$ cat src/rtl/mult_pkg.sv
// Shared types and constants for the radix-4 Booth multiplier (mult_booth).
package mult_pkg;

    localparam int ITER  = 16;
    localparam int ACC_W = 34;

    typedef enum logic [1:0] {
        IDLE = 2'b00,
        BUSY = 2'b01,
        DONE = 2'b10
    } state_t;

    typedef enum logic [2:0] {
        ZERO,
        PA,
        P2A,
        NA,
        N2A
    } booth_sel_t;

    // bits = {multiplier[1:0], previous multiplier bit}
    function automatic booth_sel_t booth_decode(input logic [2:0] bits);
        booth_sel_t sel;
        case (bits)
            3'b001, 3'b010: sel = PA;
            3'b011:         sel = P2A;
            3'b100:         sel = N2A;
            3'b101, 3'b110: sel = NA;
            default:        sel = ZERO;
        endcase
        return sel;
    endfunction

endpackage

$ cat src/rtl/mult_booth_step.sv
// One Booth accumulation: recode select, optional inversion, 34-bit carry-lookahead add.
module booth_step
    import mult_pkg::*;
(
    input  logic [ACC_W-1:0] acc,
    input  logic [ACC_W-1:0] mcand,
    input  logic [2:0]       recode,
    output logic [ACC_W-1:0] sum
);

    booth_sel_t       sel;
    logic [ACC_W-1:0] operand;
    logic             cin;
    logic [ACC_W-1:0] p;
    logic [ACC_W-2:0] g;
    logic [ACC_W-1:0] c;
    logic [7:0]       gg;
    logic [7:0]       gp;
    logic [8:0]       cg;

    assign sel = booth_decode(recode);

    // Negative multiples are two's complement: inverted operand plus carry-in.
    always_comb begin
        operand = '0;
        cin     = 1'b0;
        case (sel)
            PA:      operand = mcand;
            P2A:     operand = {mcand[ACC_W-2:0], 1'b0};
            NA: begin
                operand = ~mcand;
                cin     = 1'b1;
            end
            N2A: begin
                operand = ~{mcand[ACC_W-2:0], 1'b0};
                cin     = 1'b1;
            end
            default: operand = '0;
        endcase
    end

    assign p = acc ^ operand;
    assign g = acc[ACC_W-2:0] & operand[ACC_W-2:0];

    // Eight 4-bit lookahead groups chained on group carries, plus a 2-bit tail.
    always_comb begin
        gg    = '0;
        gp    = '0;
        cg    = '0;
        c     = '0;
        cg[0] = cin;
        for (int k = 0; k < 8; k++) begin
            gg[k] = g[4*k+3] | (p[4*k+3] & g[4*k+2]) | (p[4*k+3] & p[4*k+2] & g[4*k+1])
                  | (p[4*k+3] & p[4*k+2] & p[4*k+1] & g[4*k]);
            gp[k] = &p[4*k +: 4];
            cg[k+1] = gg[k] | (gp[k] & cg[k]);
        end
        for (int k = 0; k < 8; k++) begin
            c[4*k]   = cg[k];
            c[4*k+1] = g[4*k] | (p[4*k] & cg[k]);
            c[4*k+2] = g[4*k+1] | (p[4*k+1] & g[4*k]) | (p[4*k+1] & p[4*k] & cg[k]);
            c[4*k+3] = g[4*k+2] | (p[4*k+2] & g[4*k+1]) | (p[4*k+2] & p[4*k+1] & g[4*k])
                     | (p[4*k+2] & p[4*k+1] & p[4*k] & cg[k]);
        end
        c[32] = cg[8];
        c[33] = g[32] | (p[32] & cg[8]);
    end

    assign sum = p ^ c;

endmodule

$ cat src/rtl/mult_booth.sv
// Sequential 32x32 signed radix-4 Booth multiplier, 16-step latency.
// MULT_EXCEPTION_EN enables the signed-overflow flag; otherwise data_exception is tied to 0.
module mult_booth
    import mult_pkg::*;
(
    input  logic        clock,
    input  logic        reset,
    input  logic        ctrl_mult,
    input  logic [31:0] data_operandA,
    input  logic [31:0] data_operandB,
    output logic [31:0] data_result,
    output logic        data_exception,
    output logic        data_resultRDY,
    output state_t      dbg_state
);

    // Handshake: ctrl_mult is a one-cycle request that is always accepted (no ready);
    // it restarts any operation in flight. data_resultRDY is a one-cycle valid with no
    // ready: data_result/data_exception are valid in that cycle and hold until the next one.

    state_t           state, next_state;
    logic             load, step, finish;
    logic [3:0]       count;
    logic [ACC_W-1:0] acc, mcand, step_sum, next_acc;
    logic [31:0]      mreg, next_mreg;
    logic             q_m1;
    logic             exc_next;

    booth_step u_step (
        .acc    (acc),
        .mcand  (mcand),
        .recode ({mreg[1:0], q_m1}),
        .sum    (step_sum)
    );

    // Arithmetic shift of {acc, mreg, q_m1} right by two.
    assign next_acc  = {{2{step_sum[ACC_W-1]}}, step_sum[ACC_W-1:2]};
    assign next_mreg = {step_sum[1:0], mreg[31:2]};

`ifdef MULT_EXCEPTION_EN
    assign exc_next = (next_acc[31:0] != {32{next_mreg[31]}});
`else
    assign exc_next = 1'b0;
`endif

    assign dbg_state = state;

    always_ff @(posedge clock or posedge reset) begin
        if (reset) state <= IDLE;
        else       state <= next_state;
    end

    always_comb begin
        next_state = state;
        load       = 1'b0;
        step       = 1'b0;
        finish     = 1'b0;
        case (state)
            IDLE: begin
                if (ctrl_mult) begin
                    next_state = BUSY;
                    load       = 1'b1;
                end
            end
            BUSY: begin
                if (ctrl_mult) begin
                    load = 1'b1;
                end else begin
                    step = 1'b1;
                    if (count == 4'(ITER - 1)) begin
                        next_state = DONE;
                        finish     = 1'b1;
                    end
                end
            end
            DONE: begin
                if (ctrl_mult) begin
                    next_state = BUSY;
                    load       = 1'b1;
                end else begin
                    next_state = IDLE;
                end
            end
            default: next_state = IDLE;
        endcase
    end

    always_ff @(posedge clock or posedge reset) begin
        if (reset) begin
            acc            <= '0;
            mcand          <= '0;
            mreg           <= '0;
            q_m1           <= 1'b0;
            count          <= '0;
            data_result    <= '0;
            data_exception <= 1'b0;
            data_resultRDY <= 1'b0;
        end else begin
            data_resultRDY <= finish;
            if (load) begin
                acc   <= '0;
                mreg  <= data_operandB;
                q_m1  <= 1'b0;
                mcand <= {{2{data_operandA[31]}}, data_operandA};
                count <= '0;
            end else if (step) begin
                acc   <= next_acc;
                mreg  <= next_mreg;
                q_m1  <= mreg[1];
                count <= count + 4'd1;
            end
            if (finish) begin
                data_result    <= next_mreg;
                data_exception <= exc_next;
            end
        end
    end

endmodule
$ cat config.mk
export PLATFORM = sky130hd
export DESIGN_NAME = mult_booth
export DESIGN_NICKNAME = d
export VERILOG_FILES = /design/src/rtl/mult_pkg.sv /design/src/rtl/mult_booth_step.sv /design/src/rtl/mult_booth.sv
export SDC_FILE = /design/constraint.sdc
export NUM_CORES = 1
export LEC_CHECK = 0
export CAP_MARGIN = 40
export CORE_UTILIZATION = 45
export CTS_CLUSTER_DIAMETER = 100
export DETAILED_ROUTE_END_ITERATION = 7
export GPL_ROUTABILITY_DRIVEN = 0
export PLACE_DENSITY = 0.69
export SKIP_CTS_REPAIR_TIMING = 1
export SYNTH_ARGS = -nofsm -noshare
export SYNTH_HDL_FRONTEND = slang
export SYNTH_SLANG_ARGS = --single-unit
$ cat constraint.sdc
create_clock -name clock -period 9.8 [get_ports clock]
set_input_delay 1.47 -clock clock [delete_from_list [all_inputs] [get_ports clock]]
set_output_delay 1.47 -clock clock [all_outputs]
set_load 0.1 [all_outputs]
After elaboration in Yosys (flattened, before gate mapping)
Cells that the tools add are included.

word-level totals
  bits in registers = 138
  output and inout port bits = 36

operators by class
  multiplexer cells = 23
  eq/ne operators = 16
  add/sub/neg operators = 1
  reductions and logical operators = 15
  bitwise gates (word level) = 207

operator list
  cell                                                              count
  34-bit one-hot mux with 4 select lines                            1
  1-bit AND                                                         121
  1-bit bitwise OR                                                  81
  34-bit two-way mux                                                2
  34-bit inverter                                                   2
  34-bit bitwise XOR                                                2
  32-bit two-way mux                                                2
  33-bit AND                                                        1
  4-bit AND reduction                                               8
  3-bit by 2-bit == test with 1-bit output (second input constant)  4
  3-bit == test (second input constant)                             4
  3-bit one-hot mux with 4 select lines                             1
  1-bit two-way mux                                                 11
  4-bit two-way mux                                                 2
  3-bit by 1-bit == test with 1-bit output (second input constant)  2
  2-bit two-way mux                                                 3
  2-bit inequality test (second input constant)                     3
  2-bit one-hot mux with 3 select lines                             1
  2-bit OR reduction                                                3
  4-bit by 1-bit adder with 4-bit output (second input constant)    1
  4-bit == test (second input constant)                             1
  3-bit AND reduction                                               1
  3-bit OR reduction                                                1
  2-bit by 1-bit == test with 1-bit output (second input constant)  1
  other kinds (3)                                                   3

Logic depth before layout (Yosys ltp)
  word-level depth = 30
  gate-level depth with buffers = 17
  gate-level depth less buffers = 15

Modules after synthesis
From an unflattened synthesis, not the netlist that was laid out.

second synthesis, totals
  cells, all modules = 723
  area, all modules = 8,013.9 um2

by module, submodules not included
  module      seq. area each (um2)  times used  area each (um2)  cells each
  mult_booth  3,403.3               1           5,755.5          427
  booth_step  0.0                   1           2,258.4          296

Least setup slack after synthesis
No wires, ideal clock.

  path kind = reg2reg
  start point = register mreg[1]
  end point = register acc[30]
  path slack = 5.935 ns
  clock period less this slack = 3.865 ns
  cell stages (with the launch flop) = 15
  arrival time = 3.744 ns
  path through = dfrtp_1 -> clkbuf_1 -> clkbuf_1 -> xor2_1 -> a221o_1 -> ha_1 -> a2111o_1 -> a41o_1 -> a21o_1 -> a21oi_4 -> o21ai_4 -> a221oi_2 -> o21bai_1 -> fa_1 -> a22o_1

on the way
  longest elaborated chain between the ends = 28
  elaborated cells on any way between the ends = 109

RTL lines
  item                                              RTL line                                      text
  start: declaration                                mult_booth.sv:25                              logic [31:0] mreg, next_mreg;
  start signal: assignment                          mult_booth.sv:102                             mreg <= data_operandB;
  start signal: assignment                          mult_booth.sv:108                             mreg <= next_mreg;
  3-bit == test (tied with other cells)             mult_pkg.sv:24                                case (bits)
  2-bit OR reduction                                mult_pkg.sv:24
  3-bit one-hot mux with 4 select lines (*)         mult_pkg.sv:24
  3-bit == test (tied with other cells)             mult_booth_step.sv:27                         case (sel)
  34-bit one-hot mux with 4 select lines            mult_booth_step.sv:27
  34-bit bitwise XOR or 33-bit AND (tied branches)  mult_booth_step.sv:42, mult_booth_step.sv:43
  1-bit AND (on tied branches)                      mult_booth_step.sv:53, mult_booth_step.sv:54
  1-bit bitwise OR (tied with other cells)          mult_booth_step.sv:53                         gg[k] = g[4*k+3] | (p[4*k+3] & g[4*k+2]) | (p[4*k+3] & p[4*k+2] & g[4*k+1])
  [12 not listed]                                   n/a
  1-bit bitwise OR                                  mult_booth_step.sv:56                         cg[k+1] = gg[k] | (gp[k] & cg[k]);
  1-bit AND                                         mult_booth_step.sv:56
  1-bit bitwise OR                                  mult_booth_step.sv:56
  1-bit AND                                         mult_booth_step.sv:56
  1-bit bitwise OR                                  mult_booth_step.sv:56
  34-bit bitwise XOR (*)                            mult_booth_step.sv:69                         assign sum = p ^ c;
  34-bit two-way mux (*)                            mult_booth.sv:106                             end else if (step) begin
  34-bit two-way mux (*)                            mult_booth.sv:100                             if (load) begin
  end signal: assignment                            mult_booth.sv:107                             acc <= next_acc;
  end: declaration                                  mult_booth.sv:24                              logic [ACC_W-1:0] acc, mcand, step_sum, next_acc;

Mark *: on every way between the ends. The rest lies on a longest branch, timed or not. The select of a mux whose other input is x is not followed.
A chain may end at the register's enable or synchronous reset.

Worst setup path in the final report
Same ends and word-level chain as after synthesis.

==> flow_metrics.py <==
metrics = {
    "pwr": {
        "leakagePower_nw": 4.612,
        "ir_drop_uv": 140.9,
        "clockPowerShare": 0.290,
        "p_seq_frac": 0.355,
        "internal_power_mw": 1.343,
        "netSwitchingPower_uw": 749.7,
        "power_density_nw_per_um2": 203.3,
        "p_comb_frac": 0.355,
        "swShare": 0.3582,
    },
    "die": {
        "initial_core_util": 0.4649,
        "die_h_um": 133.6,
        "die_area_um2": 17850,
        "core_um2": 16760,
        "ios": 103,
        "die_x_um": 133.6,
        "rows": 47,
    },
    "logic_synthesis": {
        "syn_area_um2": 7792,
        "synthDominantCellAreaShare": 0.4367,
        "yosys.cell_types.count": 56,
        "synthTopCellsByCount": "136 x dfrtp_1, 101 x nor2_1, 63 x mux2_2, 59 x a221o_1, 43 x nand2_1",
        "syn_inst": 752,
        "synth-seq-area-share": 0.4367,
        "yosysTopAreaCell": "dfrtp_1",
        "synth-seq-cells": 136,
        "synth_ff_type": "dfrtp_1",
        "ys_warn_count": 0,
        "async_flop_share": 1.000,
        "syn_area_per_cell_um2": 10.36,
        "synth_fp_nets": 861,
        "synth-edff-count": 0,
        "synth_area_leaders": "dfrtp_1 44%, mux2_2 9.1%, a221o_1 7.6%, ha_1 5.3%, nor2_1 4.9%",
        "yosysMostFrequentCell": "dfrtp_1",
    },
    "sta": {
        "slew_violations": 0,
        "finalHoldViolCount": 0,
        "period_needed_ns": 4.389,
        "relSlewSlack": 0.5853,
        "layout_setup_ws_ns": 5.411,
        "fin_setup_tns_ns": 0,
        "tightest_slew_ns": 0.6220,
        "timing.fmax_ghz": 0.2278,
        "finalSetupViolations": 0,
        "skew_ns": 0.007038,
        "post-route-period-util": 0.4479,
        "rsz0062_at_grt": "no",
    },
    "setup_path": {
        "critPathCaptureType": "flop",
        "startpoint_type": "flop",
        "r2r-start": "mreg[1]",
        "r2r_slack_ns": 5.41,
        "critPathTopFamily": "compound AO/OA/AOI/OAI gates",
        "cp_num_buf_inv": 2,
        "max_stage_delay_ns": 0.60,
        "cp.required_ns": 10.11,
        "critPathKind": "reg -> reg",
        "arrival_ns": 4.70,
        "crit_chain": "buf_16 > nand2_1 > buf_8 > nor2_1 > a221o_1 > ha_1 > a21o_1 > a21o_1 > a21o_1 > a21o_1 > a21o_1 > a221oi_2 > o21bai_1 > fa_1 > a22o_1",
        "ff2ff_path_depth": 15,
        "crit_path_frequent_cell": "a21o_1",
        "timing.rr.end": "acc[30]",
        "crit_path_top_delay_cell": "dfrtp_2",
        "crit_fanout": 27,
    },
    "cts": {
        "clk_transition_reported_paths_ns": 0.06,
        "root_buffer": "clkbuf_16",
        "tritoncts.num_buffers": 17,
        "cts_tree": "yes",
        "cts.htree.levels": 4,
        "cts_sinks": 136,
        "clk_latency_ns": 0.42,
        "clk_path_buf_depth": 2,
    },
    "run_status": {
        "status": "complete, no violations",
    },
    "min_path": {
        "whs_path_depth": 2,
        "hold_end": "acc[27]",
        "worstHoldStart": "acc[27]",
        "hold_path.class": "reg -> reg",
    },
    "grt": {
        "antenna_found_initial": 0,
        "grt-ovfl-total": 0,
        "grt_max_degree": 70,
        "grt_pass1_vias": 6469,
        "gr-usage-all-layers": 0.2221,
        "grt_pass1_wl_mm": 31.53,
    },
    "finish": {
        "fill_cells": 1319,
        "drive_gt1_frac": 0.1798,
        "syn_to_final_growth_pct": 32.08,
        "nets": 986,
        "n_antenna_cell": 0,
        "final_core_util": 0.6141,
    },
    "placement": {
        "post-place-ws_ns": 5.452,
        "dp_hpwl_mm": 12.91,
        "portBuffers": 101,
    },
    "drt": {
        "wl_per_cell_um": 16.77,
        "ant_nets": 0,
        "drc": 0,
        "drt_pass1_iterations": 5,
        "avgViaCountPerCell": 5.679,
        "wirelength_mm": 18.61,
        "drt_iter0_drc": 366,
        "vias": 6304,
    },
    "job": {
        "drv_cap": 0,
    },
}
-- kinds of logic (layout without fill, tap and decap cells) --
group	count (synthesis)	after routing	synth area share
AO/OA/AOI/OAI	162	162	0.1657
XOR/XNOR	54	54	0.06069
adder cells (fa/ha/maj)	42	42	0.07611
buffers and inverters	55	193	0.02714
flip-flops	136	136	0.4367
multiplexers	66	66	0.09489
other	1	1	0.0004812
AND/OR/NAND/NOR	236	236	0.1382
-- worst min-delay path, delay by kind of cell (launching register included) --
kind | cells | cell delay, ns
flip-flops | 1 | 0.35
AO/OA/AOI/OAI | 1 | 0.06
AND/OR/NAND/NOR | 1 | 0.05
-- metrics by stage --
| step | hold WS (ns) | total power, mW | std cells | cell area, µm² |
|---|---|---|---|---|
| 3_5_place_dp | 0.4792 | 1.486 | 1078 | 9737 |
| 6_report | 0.4952 | 2.093 | 1110 | 10290 |
| 3_3_place_gp | 0.4764 | 1.439 | 1037 | 8999 |
| 4_1_cts | 0.4958 | 2.107 | 1110 | 10290 |
| 5_1_grt | 0.5164 | 2.228 | 1110 | 10290 |
| 2_1_floorplan | 0.4551 | 1.296 | 752 | 7792 |
-- cell usage in the layout, fill, tap and decap left out, types with 2 or more instances in the layout --
cell / netlist / routed
a22o_1: 11 / 11
a21o_1: 11 / 11
nand3_1: 6 / 6
nor3_1: 33 / 33
or2_2: 2 / 2
inv_8: 0 / 2
xnor2_1: 16 / 16
and3_1: 3 / 3
a31oi_1: 2 / 2
nor2b_1: 37 / 36
nand4_1: 2 / 2
inv_1: 9 / 8
o21ai_0: 30 / 30
fa_1: 9 / 9
o21a_1: 2 / 2
nand2b_1: 2 / 2
mux2i_1: 3 / 3
clkinv_4: 0 / 2
mux2_2: 63 / 63
a221o_1: 59 / 59
ha_1: 33 / 33
buf_8: 0 / 29
inv_6: 0 / 9
xor2_1: 38 / 37
nor2_1: 101 / 100
o21bai_1: 4 / 4
o22a_1: 2 / 2
buf_4: 1 / 11
nand2_1: 43 / 43
o211ai_1: 2 / 2
a22oi_1: 3 / 3
a21oi_1: 19 / 19
clkbuf_16: 0 / 17
and2_1: 2 / 2
buf_16: 0 / 10
clkinvlp_4: 0 / 2
dfrtp_1: 136 / 135
clkdlybuf4s50_1: 0 / 100
-- routing by layer --
layer	vias to the layer above	wire, µm	track usage	share of wire
li1	2984	-	-	-
met1	3120	7988	0.2783	0.43
met2	171	9551	0.3808	0.51
met3	29	707	0.03995	0.038
met4	0	365	0.08460	0.020
met5	-	0	0	0
-- flip-flops by register name (all words and copies together) (netlist names) --
name	cells
acc	32
count	4
data_result	32
data_resultRDY	1
dbg_state	2
mcand	32
mreg	32
q_m1	1
-- power groups by stage --
stage | registers (mW) | logic (mW) | clock network, mW
2_1_floorplan | 0.724 | 0.572 | 0
5_1_grt | 0.757 | 0.829 | 0.642
3_5_place_dp | 0.751 | 0.735 | 0
4_1_cts | 0.743 | 0.744 | 0.620
6_report | 0.743 | 0.742 | 0.607
3_3_place_gp | 0.753 | 0.685 | 0
-- area by class of cell --
type / count / area, µm² / share of cell area
Clock inverter: 15 / 130.1 / 0.01264
Inverter: 9 / 38.79 / 0.003769
Sequential cell: 136 / 3405 / 0.3308
Multi-Input combinational cell: 561 / 4199 / 0.4080
Tap cell: 220 / 275.3 / 0.02674
Timing Repair Buffer: 152 / 1819 / 0.1768
Clock buffer: 17 / 425.4 / 0.04133
-- worst max path at each step --
| stage | start | to | depth (start not counted) |
|---|---|---|---|
| 3_5_place_dp | mreg[1] | acc[30] | 15 |
| 2_1_floorplan | reset | acc[0] | 1 |
| 4_1_cts | mreg[1] | acc[30] | 15 |
| 5_1_grt | mreg[1] | acc[30] | 14 |
| 3_3_place_gp | mreg[1] | acc[27] | 14 |
| 6_report | mreg[1] | acc[30] | 15 |
Note: power is estimated with default switching activity, not from simulation.
